### src/rtl/burst_drain_pkg.sv
// Shared types for the burst drain: FSM state and the reason a held word
// is moved from the hold register into the output register.
package burst_drain_pkg;

    // Whether a burst is currently open.
    typedef enum logic {
        ST_IDLE = 1'b0,
        ST_OPEN = 1'b1
    } state_t;

    // Why the held word is released this cycle. REL_POP is the only cause
    // that does not close the burst.
    typedef enum logic [2:0] {
        REL_NONE    = 3'd0,
        REL_POP     = 3'd1,
        REL_FULL    = 3'd2,
        REL_TIMEOUT = 3'd3,
        REL_FLUSH   = 3'd4
    } rel_cause_t;

endpackage

### src/rtl/stream_reg.sv
// Single-entry valid/ready register carrying one word plus sop/eop framing.
// Handshake: a word moves when valid and ready are both high on a rising
// edge; while valid=1 and ready=0 the presented word and flags stay stable.
module stream_reg #(
    parameter int WIDTH = 32
) (
    input  logic             clk,
    input  logic             rst_n,
    input  logic             in_valid,
    output logic             in_ready,
    input  logic [WIDTH-1:0] in_data,
    input  logic             in_sop,
    input  logic             in_eop,
    output logic             out_valid,
    input  logic             out_ready,
    output logic [WIDTH-1:0] out_data,
    output logic             out_sop,
    output logic             out_eop
);

    // The slot can take a new word when empty or when its word leaves now.
    assign in_ready = !out_valid || out_ready;

    // Load a new word when the slot frees up; otherwise hold everything.
    always_ff @(posedge clk or negedge rst_n) begin
        if (!rst_n) begin
            out_valid <= 1'b0;
            out_data  <= '0;
            out_sop   <= 1'b0;
            out_eop   <= 1'b0;
        end else if (in_ready) begin
            out_valid <= in_valid;
            if (in_valid) begin
                out_data <= in_data;
                out_sop  <= in_sop;
                out_eop  <= in_eop;
            end
        end
    end

endmodule

### src/rtl/burst_drain.sv
// Drains a first-word-fall-through FIFO into sop/eop framed bursts of at
// most BURST_LEN words. A one-word hold register decides whether the held
// word ends the burst: full burst, idle timeout or flush close it; a
// following pop keeps it open.
module burst_drain
    import burst_drain_pkg::*;
#(
    parameter int WIDTH     = 32,
    parameter int BURST_LEN = 16,
    parameter int TIMEOUT   = 256
) (
    input  logic             clk,
    input  logic             rst_n,
    input  logic             fifo_empty,
    input  logic [WIDTH-1:0] fifo_dout,
    output logic             fifo_rd,
    input  logic             flush,
    output logic             m_valid,
    input  logic             m_ready,
    output logic [WIDTH-1:0] m_data,
    output logic             m_sop,
    output logic             m_eop,
    output logic [15:0]      burst_cnt
);

    localparam int BW = $clog2(BURST_LEN);
    localparam int IW = $clog2(TIMEOUT);
    localparam logic [BW-1:0] BEAT_LAST = BW'(BURST_LEN - 1);
    localparam logic [IW-1:0] IDLE_LAST = IW'(TIMEOUT - 1);

    state_t           state;
    rel_cause_t       rel_cause;
    logic [BW-1:0]    beat;
    logic [IW-1:0]    idle_cnt;
    logic             hold_valid;
    logic [WIDTH-1:0] hold_data;
    logic             hold_sop;
    logic             flush_pend;
    logic             rst_q;
    logic             out_free;
    logic             pop;
    logic             release_w;
    logic             rel_eop;
    logic             flush_hit;

    // A pop needs FIFO data, a hold slot that is free or being emptied, and
    // one settled cycle after reset.
    assign pop       = !fifo_empty && rst_q && (!hold_valid || out_free);
    assign fifo_rd   = pop;
    assign flush_hit = flush_pend || (flush && state == ST_OPEN);

    // Pick the release cause; closing causes take priority over a pop.
    always_comb begin
        rel_cause = REL_NONE;
        if (hold_valid && out_free) begin
            if (flush_hit)                rel_cause = REL_FLUSH;
            else if (idle_cnt == IDLE_LAST) rel_cause = REL_TIMEOUT;
            else if (beat == BEAT_LAST)   rel_cause = REL_FULL;
            else if (pop)                 rel_cause = REL_POP;
        end
    end

    assign release_w = (rel_cause != REL_NONE);
    assign rel_eop   = release_w && (rel_cause != REL_POP);

    // Allow pops only from the second cycle after reset release.
    always_ff @(posedge clk or negedge rst_n) begin
        if (!rst_n) rst_q <= 1'b0;
        else        rst_q <= 1'b1;
    end

    // Hold register: capture on pop; a word popped while the burst is idle
    // or just closing starts a new burst.
    always_ff @(posedge clk or negedge rst_n) begin
        if (!rst_n) begin
            hold_valid <= 1'b0;
            hold_data  <= '0;
            hold_sop   <= 1'b0;
        end else if (pop) begin
            hold_valid <= 1'b1;
            hold_data  <= fifo_dout;
            hold_sop   <= (state == ST_IDLE) || rel_eop;
        end else if (release_w) begin
            hold_valid <= 1'b0;
        end
    end

    // Burst FSM with beat position and latched flush.
    always_ff @(posedge clk or negedge rst_n) begin
        if (!rst_n) begin
            state      <= ST_IDLE;
            beat       <= '0;
            flush_pend <= 1'b0;
        end else begin
            if (release_w) begin
                if (rel_eop) begin
                    beat  <= '0;
                    state <= pop ? ST_OPEN : ST_IDLE;
                end else begin
                    beat <= beat + 1'b1;
                end
            end else if (pop && state == ST_IDLE) begin
                state <= ST_OPEN;
            end
            if (rel_eop)                        flush_pend <= 1'b0;
            else if (flush && state == ST_OPEN) flush_pend <= 1'b1;
        end
    end

    // Idle counter: cycles a word sits in hold without a pop, saturating.
    always_ff @(posedge clk or negedge rst_n) begin
        if (!rst_n)                                  idle_cnt <= '0;
        else if (pop || release_w)                   idle_cnt <= '0;
        else if (hold_valid && idle_cnt != IDLE_LAST) idle_cnt <= idle_cnt + 1'b1;
    end

    // Completed-burst counter: one per accepted eop word.
    always_ff @(posedge clk or negedge rst_n) begin
        if (!rst_n)                        burst_cnt <= '0;
        else if (m_valid && m_ready && m_eop) burst_cnt <= burst_cnt + 16'd1;
    end

    stream_reg #(.WIDTH(WIDTH)) u_out (
        .clk       (clk),
        .rst_n     (rst_n),
        .in_valid  (release_w),
        .in_ready  (out_free),
        .in_data   (hold_data),
        .in_sop    (hold_sop),
        .in_eop    (rel_eop),
        .out_valid (m_valid),
        .out_ready (m_ready),
        .out_data  (m_data),
        .out_sop   (m_sop),
        .out_eop   (m_eop)
    );

endmodule
### config.mk
export PLATFORM = sky130hd
export DESIGN_NAME = burst_drain
export DESIGN_NICKNAME = d
export VERILOG_FILES = /design/src/rtl/burst_drain_pkg.sv /design/src/rtl/stream_reg.sv /design/src/rtl/burst_drain.sv
export SDC_FILE = /design/constraint.sdc
export NUM_CORES = 1
export LEC_CHECK = 0
export BUFFER_PORTS_ARGS = -buffer_cell sky130_fd_sc_hd__buf_2
export CAP_MARGIN = 10
export CORE_MARGIN = 4
export CORE_UTILIZATION = 39
export CTS_BUF_LIST = sky130_fd_sc_hd__clkbuf_8
export DETAILED_ROUTE_END_ITERATION = 16
export PLACE_DENSITY = 0.69
export SYNTH_ARGS = -nofsm -noshare
export SYNTH_HDL_FRONTEND = slang
export SYNTH_SLANG_ARGS = --single-unit
### constraint.sdc
create_clock -name clk -period 2.1 [get_ports clk]
set_input_delay 0.315 -clock clk [delete_from_list [all_inputs] [get_ports clk]]
set_output_delay 0.315 -clock clk [all_outputs]
set_load 0.05 [all_outputs]
======== Word-level counts from Yosys, hierarchy flattened ========
Cells that the tools add are included.
cells by class
  mux-type cells .......................... 16
  $mul .................................... 0
  reductions and logical operators ........ 24
  equality and inequality tests ........... 5
  shifts and indexed selects .............. 0
  $lt $le $gt $ge ......................... 0
  bitwise logic cells ..................... 1
  $add $sub $neg .......................... 3
  div/mod/pow operators ................... 0
operators with widths
  cell                     count
  $add A16 B1 Y16 const B  1
  $mux W8                  2
  $logic_and A1 B1 Y1      9
  $mux W1                  9
  $mux W3                  3
  $add A8 B1 Y8 const B    1
  $eq A8 B8 Y1 const B     1
  $ne A8 B8 Y1 const B     1
  $reduce_bool A2 Y1       4
  $logic_or A1 B1 Y1       5
  $add A4 B1 Y4 const B    1
  $eq A4 B4 Y1 const B     1
  $mux W4                  1
  $reduce_and A2 Y1        2
  $logic_not A1 Y1         3
  $ne A3 B1 Y1 const B     1
  $reduce_bool A3 Y1       1
  $mux W2                  1
  $ne A2 B1 Y1 const B     1
  $not A1 Y1               1
storage, ports and cells
  memory bits (writable) .................. 0
  ROM bits ................................ 0
  latch bits .............................. 0
  output and inout port bits .............. 52
  memories kept ........................... 0
  bits in registers ....................... 100
  word-level logic and storage cells ...... 62

======== Logic depth before layout (Yosys ltp) ========
Gate-level depths: netlist of run 1.
  depth after elaboration ................. 13
  gate-level depth with buffers ........... 7
  mapped depth without buffers ............ 5

======== Hierarchy ========
From an unflattened synthesis of run 1, not the netlist that was laid out.
second synthesis, totals
  cells, all modules ...................... 294
  area total of the unflattened synthesis .. 4287.9 µm²
by module, submodules not included
  module       cells an instance  area each (µm²)  instances
  burst_drain  219                2824.0           1
  stream_reg   75                 1463.9           1

======== Worst setup path after synthesis of run 1 ========
OpenSTA, ideal clock, no wires.
  path kind ............................... reg-to-output
  start point ............................. register u_out.out_valid
  end point ............................... output port fifo_rd
  buffers on the path ..................... 1
  slack ................................... 87 ps
  required time ........................... 1785 ps
  data arrival time ....................... 1698 ps
  cell stages (with the launch flop) ...... 5
  path through ............................ dfrtp_1 nand3b_1 nand3b_1 inv_1 clkbuf_1
between the ends
  cells in the longest elaborated chain, start to end .. 4
ends and longest elaborated chain
  what                    line               text
  from (decl)             stream_reg.sv:14   output logic out_valid,
  from (signal assigned)  stream_reg.sv:32   out_valid <= in_valid;
  $logic_not A1 Y1        stream_reg.sv:22   assign in_ready = !out_valid || out_ready;
  $logic_or A1 B1 Y1      stream_reg.sv:22
  $logic_or A1 B1 Y1      burst_drain.sv:48  assign pop = !fifo_empty && rst_q && (!hold_valid || out_free);
  $logic_and A1 B1 Y1     burst_drain.sv:48
  to (decl)               burst_drain.sv:16  output logic fifo_rd,
No other way between the ends.

======== Worst setup path after layout of run 1 ========
  start point ............................. register idle_cnt[1]
  end point ............................... register u_out.out_data[10]
between the ends
  cells in the longest elaborated chain, start to end .. 6
ends and longest elaborated chain
  what                                line                text
  from (decl)                         burst_drain.sv:34   logic [IW-1:0] idle_cnt;
  from (signal assigned)              burst_drain.sv:114  else if (hold_valid && idle_cnt != IDLE_LAST) idle_cnt <= idle_cnt + 1'b1;
  $eq A8 B8 Y1                        burst_drain.sv:57   else if (idle_cnt == IDLE_LAST) rel_cause = REL_TIMEOUT;
  $mux W3                             burst_drain.sv:57
  $mux W3                             burst_drain.sv:56   if (flush_hit) rel_cause = REL_FLUSH;
  $mux W3                             burst_drain.sv:55   if (hold_valid && out_free) begin
  $reduce_bool A3 Y1                  burst_drain.sv:63   assign release_w = (rel_cause != REL_NONE);
  $reduce_and A2 Y1 (no source line)  -
  to (signal assigned)                stream_reg.sv:34    out_data <= in_data;
  to (decl)                           stream_reg.sv:16    output logic [WIDTH-1:0] out_data,
No other way between the ends.
A chain may end at the register's enable or synchronous reset.

==> results of run 1 <==
==> state kept, by name (all words and copies together), names as in the netlist <==
signal	count
idle_cnt	8
beat	4
state	1
hold_sop	1
u_out.out_data	32
hold_data	32
flush_pend	1
rst_q	1
burst_cnt	16
u_out.out_eop	1
u_out.out_valid	1
u_out.out_sop	1
hold_valid	1
==> cell usage after synthesis (all sizes together), types with 2 or more instances <==
library cell	number
a211oi	2
a21o	2
a21oi	7
a31oi	2
and3	4
buf	8
clkbuf	5
dfrtp	100
ha	3
inv	4
mux2	35
mux2i	2
nand2	106
nand3	13
nand3b	2
nand4	7
nor2	10
nor3	4
o21ai	6
o21bai	2
xnor2	16
xor2	5
==> area by class of cell <==
class,count,area (µm²),share of cell area
clock inverters,4,31.3,0.00623
multi-input cells,240,1570,0.313
inverters,4,15.0,0.00299
flip-flops and latches,100,2500,0.498
repair buffers,103,583,0.116
clock buffers,11,151,0.0301
well taps,136,170,0.0339
==> power by group <==
group          internal [mW]  switching [mW]
Clock                  0.499           0.643
Combinational           1.21            2.16
Sequential              2.52           0.390
Total                   4.23            3.19
==> per-stage QoR <==
stage           util  instance area, µm²  power [mW]  setup WS [ns]  hold WS [ns]
2_1_floorplan      -                4170        5.51         0.0865        0.0194
3_3_place_gp   0.465                4820        6.23          0.165         0.229
6_report       0.485                5020        7.42          0.120         0.141
5_1_grt        0.485                5020        7.85         0.0213         0.131
3_5_place_dp   0.465                4820        6.34         0.0974         0.235
4_1_cts        0.484                5020        7.50         0.0857         0.119
==> timing repair <==
action,CTS,global route
endpoints found under the hold margin,22,0
hold buffers,1,0
buffers inserted,0,1
setup endpoints to repair,0,4
==> critical path, stage by stage (launching register included) <==
cell,delay (ns)
dfrtp_1,0.38
ha_1,0.19
nand4_2,0.15
o211a_4,0.29
a21o_2,0.30
buf_4,0.23
mux2_4,0.31
==> worst max path at each step <==
stage                                start                        endpoint  slack [ns]  cells past startpoint
2_1_floorplan  u_out.out_valid$_DFFE_PN0P_                         fifo_rd        0.09                      4
3_3_place_gp       idle_cnt[0]$_DFFE_PN0P_  u_out.out_data[13]$_DFFE_PN0P_        0.16                      6
3_5_place_dp       idle_cnt[0]$_DFFE_PN0P_  u_out.out_data[15]$_DFFE_PN0P_         0.1                      6
4_1_cts            idle_cnt[0]$_DFFE_PN0P_  u_out.out_data[10]$_DFFE_PN0P_        0.09                      6
5_1_grt                beat[0]$_DFFE_PN0P_  u_out.out_data[10]$_DFFE_PN0P_        0.02                      6
6_report           idle_cnt[1]$_DFFE_PN0P_  u_out.out_data[10]$_DFFE_PN0P_        0.12                      6
==> logic make-up (layout without fill, tap and decap cells) <==
kind of cell	Yosys count	in the layout	synth area share
AO/OA/AOI/OAI	27	27	0.0435
AND/OR/NAND/NOR	151	151	0.156
multiplexers	37	37	0.123
XOR/XNOR	21	21	0.0441
buffers and inverters	17	122	0.0231
adder cells (fa/ha/maj)	3	3	0.00900
other	1	1	0.000899
flip-flops	100	100	0.600
==> layout by cell type (no fill, tap or decap), types with 6 or more instances in the layout <==
cell type  count
mux2_2         9
nand2_1      106
dfrtp_1      100
mux2_4        26
nand4_1        6
buf_2         87
buf_4         13
clkbuf_8      11
a21oi_1        7
xnor2_1       16
nor2_1        10
nand3_1       12
==> per-layer routing <==
layer	vias up	GRT usage
met3	13	0.0315
li1	1397	-
met2	57	0.242
met1	1392	0.185
met5	-	0
met4	0	0.0495
==> results.json, run 1 <==
{
  "place_inst": 581,
  "ir_drop_mv": 0.634,
  "cts_tree": "done",
  "fmax_mhz": 505,
  "drcViolationCount": 0,
  "synth_top_area_frac": 0.600,
  "place_congestion": 0.787,
  "rsz0062_at_grt": "false",
  "cts.clk_slew.worst_paths_ns": 0.10,
  "num_vias": 2859,
  "dp_hpwl_um": 6330,
  "drive_gt1_frac": 0.340,
  "vias_per_cell": 4.78,
  "grt_max_degree": 49,
  "antenna_found_initial": 0,
  "critPathLaunchType": "flip-flop",
  "whs_path_depth": 3,
  "grt_pass1_wl_um": 14700,
  "synthesis.area_um2": 4170,
  "skew_ns": 0.0119,
  "die-area_um2": 12400,
  "clockBufferDepth": 2,
  "area_growth_pct": 20.5,
  "top_layer_used": "met4",
  "cp.required_ns": 2.35,
  "nFillCells": 934,
  "worst-setup-path-type": "reg -> reg",
  "io_pins": 89,
  "tightestPinTransition_ns": 0.496,
  "synth-seq-cells": 100,
  "first_pass_iters": 4,
  "hold_viol": 0,
  "r2r_cells": 6,
  "ctsResizeCount": 0,
  "met1_length_um": 3800,
  "dr_wl_met3_um": 325,
  "overflow": 0,
  "diodes": 0,
  "synth_edf_count": 0,
  "syn_inst": 357,
  "hold_class": "in -> reg",
  "grt_usage": 0.144,
  "io_buffers": 88,
  "ant_nets": 0,
  "min_to": "hold_data[15]$_DFFE_PN0P_",
  "clock_sinks": 100,
  "dr_wl_met2_um": 4370,
  "synth_ff_type": "dfrtp_1",
  "core.rowCount": 37,
  "synth.area.top_cells": "dfrtp_1, nand2_1, mux2_4",
  "synthesis.nets": 397,
  "power.leakage_nw": 2.64,
  "end_kind": "flip-flop",
  "synthArstFlopShare": 1.00,
  "routedWlPerCell_um": 14.4,
  "reg2reg_to": "u_out.out_data[10]$_DFFE_PN0P_",
  "power_density_nw_per_um2": 1480,
  "period_share": 0.943,
  "path_max_fanout": 11,
  "layout.nets": 498,
  "finalSetupTns_ns": 0,
  "root_buffer": "clkbuf_8",
  "slew_viol_final": 0,
  "drtIter0Drc": 121,
  "cts_buffers": 9,
  "clk_latency_ns": 0.36,
  "ys_seq_area_frac": 0.600,
  "totalWireLength_um": 8630,
  "setup_viol": 0,
  "yosysTopAreaCell": "dfrtp_1",
  "yosysUniqueCellTypes": 40,
  "yosysWarningCount": 0,
  "r2r_start": "idle_cnt[1]$_DFFE_PN0P_",
  "instances_no_fill": 598,
  "crit_arrival_ns": 2.23,
  "r2r_setup_slack_ns": 0.12,
  "grt_pass1_vias": 2985,
  "finalCriticalPeriod_ns": 1.98,
  "status": "finished clean",
  "hp-start": "fifo_dout[15]",
  "htreeDepth": 3,
  "slew_headroom": 0.661,
  "fp.dieW_um": 111,
  "start_util": 0.402,
  "core-area_um2": 10400,
  "max_cap_viol_count": 0,
  "die_h_um": 111,
  "synth.avg_cell_area_um2": 11.7
}
No activity file was read; power rests on OpenSTA's default activity.
==> run 2: changes to the inputs <==
Settings changed: ABC_CLOCK_PERIOD_IN_PS set to 2100, CAP_MARGIN 10 to 20, RECOVER_POWER set to 50.
==> run 2 against run 1 <==
Against the previous run:
- largest cell class unchanged
- critical endpoint unchanged
- hold slack got worse by 0.0021 ns
- die area unchanged
- clock skew about the same
- largest power group unchanged
==> results.json, run 2 (synthesis gave the netlist of run 1 again) <==
{
  "diodes": 0,
  "crit_arrival_ns": 2.23,
  "ant_nets": 0,
  "num_vias": 2843,
  "core-area_um2": 10400,
  "status": "finished clean",
  "cts_buffers": 9,
  "worstPathCellList": "ha_1 -> nand3_1 -> o211a_4 -> a21o_2 -> buf_4 -> mux2_4",
  "place_congestion": 0.787,
  "io_pins": 89,
  "core.rowCount": 37,
  "path_max_fanout": 11,
  "whs_path_depth": 3,
  "worst-setup-path-type": "reg -> reg",
  "finalSetupTns_ns": 0,
  "cpPeakStageDelay_ns": 0.41,
  "tightestPinTransition_ns": 1.05,
  "slew_headroom": 0.301,
  "slew_viol_final": 0,
  "drive_gt1_frac": 0.297,
  "drtIter0Drc": 132,
  "r2r_cells": 6,
  "min_to": "hold_data[15]$_DFFE_PN0P_",
  "max_cap_viol_count": 0,
  "die_h_um": 111,
  "grt_pass1_wl_um": 14700,
  "layout_common_cells": "nand2_1, dfrtp_1, buf_2",
  "cts_tree": "done",
  "die-area_um2": 12400,
  "hold_class": "in -> reg",
  "clock_sinks": 100,
  "layout.area.seq_um2": 2500,
  "cpMaxStageDelayCell": "dfrtp_1",
  "reg_top3": "hold_data (32), u_out.out_data (32), burst_cnt (16)",
  "finalCriticalPeriod_ns": 1.98,
  "area_growth_pct": 19.4,
  "nFillCells": 951,
  "r2r_setup_slack_ns": 0.12,
  "vias_per_cell": 4.75,
  "setup_viol": 0,
  "r2r_start": "beat[0]$_DFFE_PN0P_",
  "antenna_found_initial": 0,
  "fin_util": 0.480,
  "multi_input_area_um2": 1570,
  "clockBufferDepth": 2,
  "rsz0062_at_grt": "false",
  "totalWireLength_um": 8630,
  "ir_drop_mv": 0.611,
  "fp.dieW_um": 111,
  "final_common_cell": "nand2_1",
  "grt_pass1_vias": 2985,
  "hold_viol": 0,
  "ctsResizeCount": 0,
  "reg2reg_to": "u_out.out_data[10]$_DFFE_PN0P_",
  "end_kind": "flip-flop",
  "critPathLaunchType": "flip-flop",
  "htreeDepth": 3,
  "start_util": 0.402,
  "period_share": 0.944,
  "io_buffers": 88,
  "power.leakage_nw": 2.57,
  "cp.required_ns": 2.34,
  "hp-start": "fifo_dout[15]",
  "overflow": 0,
  "clk_latency_ns": 0.36,
  "skew_ns": 0.0116,
  "first_pass_iters": 4,
  "root_buffer": "clkbuf_8",
  "power_density_nw_per_um2": 1480,
  "routedWlPerCell_um": 14.4,
  "drcViolationCount": 0,
  "grt_max_degree": 49,
  "dp_hpwl_um": 6330,
  "fmax_mhz": 505,
  "layout.nets": 498,
  "grt_usage": 0.144,
  "cts.clk_slew.worst_paths_ns": 0.10
}
==> run 2: cell count changes in the layout (fill, tap and decap cells not counted), sizes merged <==
cell    previous run  this run
buf              102        81
clkbuf            11        32
==> run 2: worst max path at each step <==
stage                                startpoint                        endpoint  cells past startpoint
finish                      beat[0]$_DFFE_PN0P_  u_out.out_data[10]$_DFFE_PN0P_                      6
global route                beat[0]$_DFFE_PN0P_  u_out.out_data[10]$_DFFE_PN0P_                      6
CTS                     idle_cnt[0]$_DFFE_PN0P_  u_out.out_data[10]$_DFFE_PN0P_                      6
detailed placement      idle_cnt[0]$_DFFE_PN0P_  u_out.out_data[15]$_DFFE_PN0P_                      6
global placement        idle_cnt[0]$_DFFE_PN0P_  u_out.out_data[13]$_DFFE_PN0P_                      6
floorplan           u_out.out_valid$_DFFE_PN0P_                         fifo_rd                      4
==> run 2: area by class of cell <==
class / count / share of cell area
Clock buffer: 11 / 0.0304
Clock inverter: 4 / 0.00628
Sequential cell: 100 / 0.503
Tap cell: 136 / 0.0342
Timing Repair Buffer: 103 / 0.108
Inverter: 4 / 0.00302
Multi-Input combinational cell: 240 / 0.316
==> run 2: report_power, final <==
| part | leakage, nW | total [mW] | switching (mW) | internal, mW |
|---|---|---|---|---|
| Combinational | 1.21 | 3.31 | 2.15 | 1.15 |
| Clock | 0.0962 | 1.14 | 0.642 | 0.498 |
| Sequential | 1.26 | 2.92 | 0.395 | 2.52 |
| Total | 2.57 | 7.37 | 3.19 | 4.17 |
==> run 2: through the flow <==
step	hold WS, ns	power [mW]	worst slack, ns	cells	area (µm²)
after global placement	0.229	6.23	0.165	581	4820
after detailed placement	0.235	6.34	0.0974	581	4820
after floorplan	0.0194	5.51	0.0865	357	4170
after global routing	0.131	7.80	0.0213	598	4980
final	0.139	7.37	0.119	598	4980
after CTS	0.119	7.50	0.0857	597	5020
==> run 2: worst max-delay path, delay by kind of cell (launching register included) <==
| family | cells | cell delay [ns] |
|---|---|---|
| adders and majority gates | 1 | 0.22 |
| muxes | 1 | 0.33 |
| AOI/OAI and AO/OA | 2 | 0.48 |
| buffers and inverters | 1 | 0.28 |
| DFF | 1 | 0.41 |
| and+or+nand+nor | 1 | 0.15 |
==> run 2: timing repair <==
action                                 4_1_cts  5_1_grt
endpoints found under the hold margin       22        0
hold buffers                                 1        0
setup endpoints to repair                    0        4
buffers inserted                             0        1
==> run 2: routing by layer <==
layer | global-route usage | wire length [µm] | vias to the layer above
li1 | - | - | 1393
met1 | 0.185 | 3820 | 1378
met2 | 0.242 | 4350 | 59
met3 | 0.0315 | 321 | 13
met4 | 0.0495 | 139 | 0
met5 | 0 | 0 | -
==> run 3: changes to the inputs <==
Settings changed: ABC_CLOCK_PERIOD_IN_PS 2100 to 1900.
Clock period 2.1 ns to 1.9 ns, I/O delays scaled along.
==> run 3 against run 2 <==
Against the previous run:
- clock power increased by 35%
- fmax up 8.9%
- hold slack worse by 0.036 ns
- via count increased by 3.3%
- flip-flop and latch count unchanged
- utilization up 1.4 points
- non-clock buffer count is 5 higher
- clock skew is 0.0029 ns higher
- critical endpoint is now u_out.out_data[28]$_DFFE_PN0P_
- largest cell class unchanged
- highest routed layer unchanged
==> results.json, run 3 (synthesis gave the netlist of run 1 again) <==
{
  "layout_common_cells": "nand2_1, dfrtp_1, buf_2",
  "cts_buffers": 9,
  "worst-setup-path-type": "reg -> reg",
  "first_pass_iters": 4,
  "core.rowCount": 37,
  "finalSetupTns_ns": 0,
  "reg_top3": "hold_data (32), u_out.out_data (32), burst_cnt (16)",
  "path_max_fanout": 14,
  "tightestPinTransition_ns": 0.923,
  "overflow": 0,
  "routedWlPerCell_um": 15.1,
  "place_congestion": 0.829,
  "slew_headroom": 0.385,
  "clk_latency_ns": 0.36,
  "die_h_um": 111,
  "worstSetupStartpoint": "idle_cnt[0]$_DFFE_PN0P_",
  "die-area_um2": 12400,
  "end_kind": "flip-flop",
  "vias_per_cell": 4.86,
  "drcViolationCount": 0,
  "core-area_um2": 10400,
  "grt_max_degree": 41,
  "io_buffers": 88,
  "power.internal_mw": 5.00,
  "ant_nets": 0,
  "hold_class": "in -> reg",
  "dpl_worst_slack_ns": 0.0493,
  "cp.required_ns": 2.15,
  "dp_hpwl_um": 6350,
  "r2r_start": "idle_cnt[0]$_DFFE_PN0P_",
  "clockBufferDepth": 2,
  "clkPwrFrac": 0.179,
  "totalWireLength_um": 9120,
  "fin_area_um2": 5130,
  "grt_pass1_wl_um": 14900,
  "layout.nets": 503,
  "cts.clk_slew.worst_paths_ns": 0.10,
  "drive_gt1_frac": 0.321,
  "area_growth_pct": 23.0,
  "r2r_cells": 6,
  "slew_viol_final": 0,
  "r2r_setup_slack_ns": 0.08,
  "max_cap_viol_count": 0,
  "fmax_mhz": 550,
  "cts_tree": "done",
  "start_util": 0.402,
  "antenna_found_initial": 0,
  "cp-endpoint": "u_out.out_data[28]$_DFFE_PN0P_",
  "total_power_mw": 8.61,
  "power_frac_comb": 0.446,
  "io_pins": 89,
  "crit_arrival_ns": 2.07,
  "hold_viol": 0,
  "power_density_nw_per_um2": 1680,
  "fp.dieW_um": 111,
  "drtIter0Drc": 116,
  "fin_ws_ns": 0.0807,
  "power.leakage_nw": 2.63,
  "final_common_cell": "nand2_1",
  "reg2reg_to": "u_out.out_data[28]$_DFFE_PN0P_",
  "clock_sinks": 100,
  "layout.area.seq_um2": 2500,
  "swShare": 0.419,
  "skew_ns": 0.0146,
  "p_sw_mw": 3.61,
  "grt_pass1_vias": 2991,
  "fin_util": 0.495,
  "seqPwrFrac": 0.375,
  "setup_viol": 0,
  "root_buffer": "clkbuf_8",
  "diodes": 0,
  "multi_input_area_um2": 1590,
  "num_vias": 2937,
  "ir_drop_mv": 0.676,
  "finalCriticalPeriod_ns": 1.82,
  "grt_usage": 0.147,
  "period_share": 0.958,
  "nFillCells": 931,
  "status": "finished clean",
  "place_area_um2": 4870,
  "htreeDepth": 3,
  "critPathLaunchType": "flip-flop"
}
-- run 3: stage by stage --
| stage | hold WS, ns | instances |
|---|---|---|
| 2_1_floorplan | -0.0106 | 357 |
| 3_3_place_gp | 0.263 | 585 |
| 3_5_place_dp | 0.278 | 585 |
| 4_1_cts | 0.0852 | 602 |
| 5_1_grt | 0.0862 | 604 |
| 6_report | 0.103 | 604 |
-- run 3: critical path, stage by stage, from the launching register on --
cell and delay (ns):
dfrtp_1 0.39, ha_2 0.20, nand4_2 0.12, o211a_4 0.26, a21o_4 0.26, buf_12 0.17
mux2_4 0.30
-- run 3: worst min-delay path by stage --
| stage | end | slack [ns] | cells after the start | startpoint |
|---|---|---|---|---|
| after global placement | hold_data[15]$_DFFE_PN0P_ | 0.26 | 1 | rst_n |
| after global routing | hold_data[15]$_DFFE_PN0P_ | 0.09 | 3 | fifo_dout[15] |
| final | hold_data[15]$_DFFE_PN0P_ | 0.10 | 3 | fifo_dout[15] |
| after detailed placement | u_out.out_data[15]$_DFFE_PN0P_ | 0.28 | 1 | rst_n |
| after CTS | hold_data[15]$_DFFE_PN0P_ | 0.09 | 3 | fifo_dout[15] |
| after floorplan | beat[0]$_DFFE_PN0P_ | -0.01 | 0 | rst_n |
-- run 3: what timing repair did --
action,in CTS,in global routing
hold buffers,1,0
endpoints found under the hold margin,32,0
setup buffers,0,1
endpoints found under the setup margin,0,35
gates resized for setup,0,5
-- run 3: power by group through the flow --
stage                     Sequential [mW]  Combinational (mW)  Clock, mW
after floorplan                      4.55                1.54          0
after global placement               3.23                3.72          0
after detailed placement             3.26                3.81          0
after CTS                            3.23                3.82       1.58
after global routing                 3.31                4.07       1.66
final                                3.23                3.84       1.54
-- run 3: per-layer routing --
| metal | up-vias | share of wire | track usage |
|---|---|---|---|
| li1 | 1411 | - | - |
| met3 | 20 | 0.043 | 0.0332 |
| met1 | 1431 | 0.43 | 0.181 |
| met5 | - | 0 | 0 |
| met4 | 0 | 0.024 | 0.0616 |
| met2 | 75 | 0.50 | 0.251 |
-- run 3: cell type report --
cell class,instances,area share
sequential,100,0.488
multi-input combinational,240,0.309
timing repair buffer,108,0.121
tap,136,0.0332
clock buffer,11,0.0295
clock inverter,5,0.0163
inverter,4,0.00293
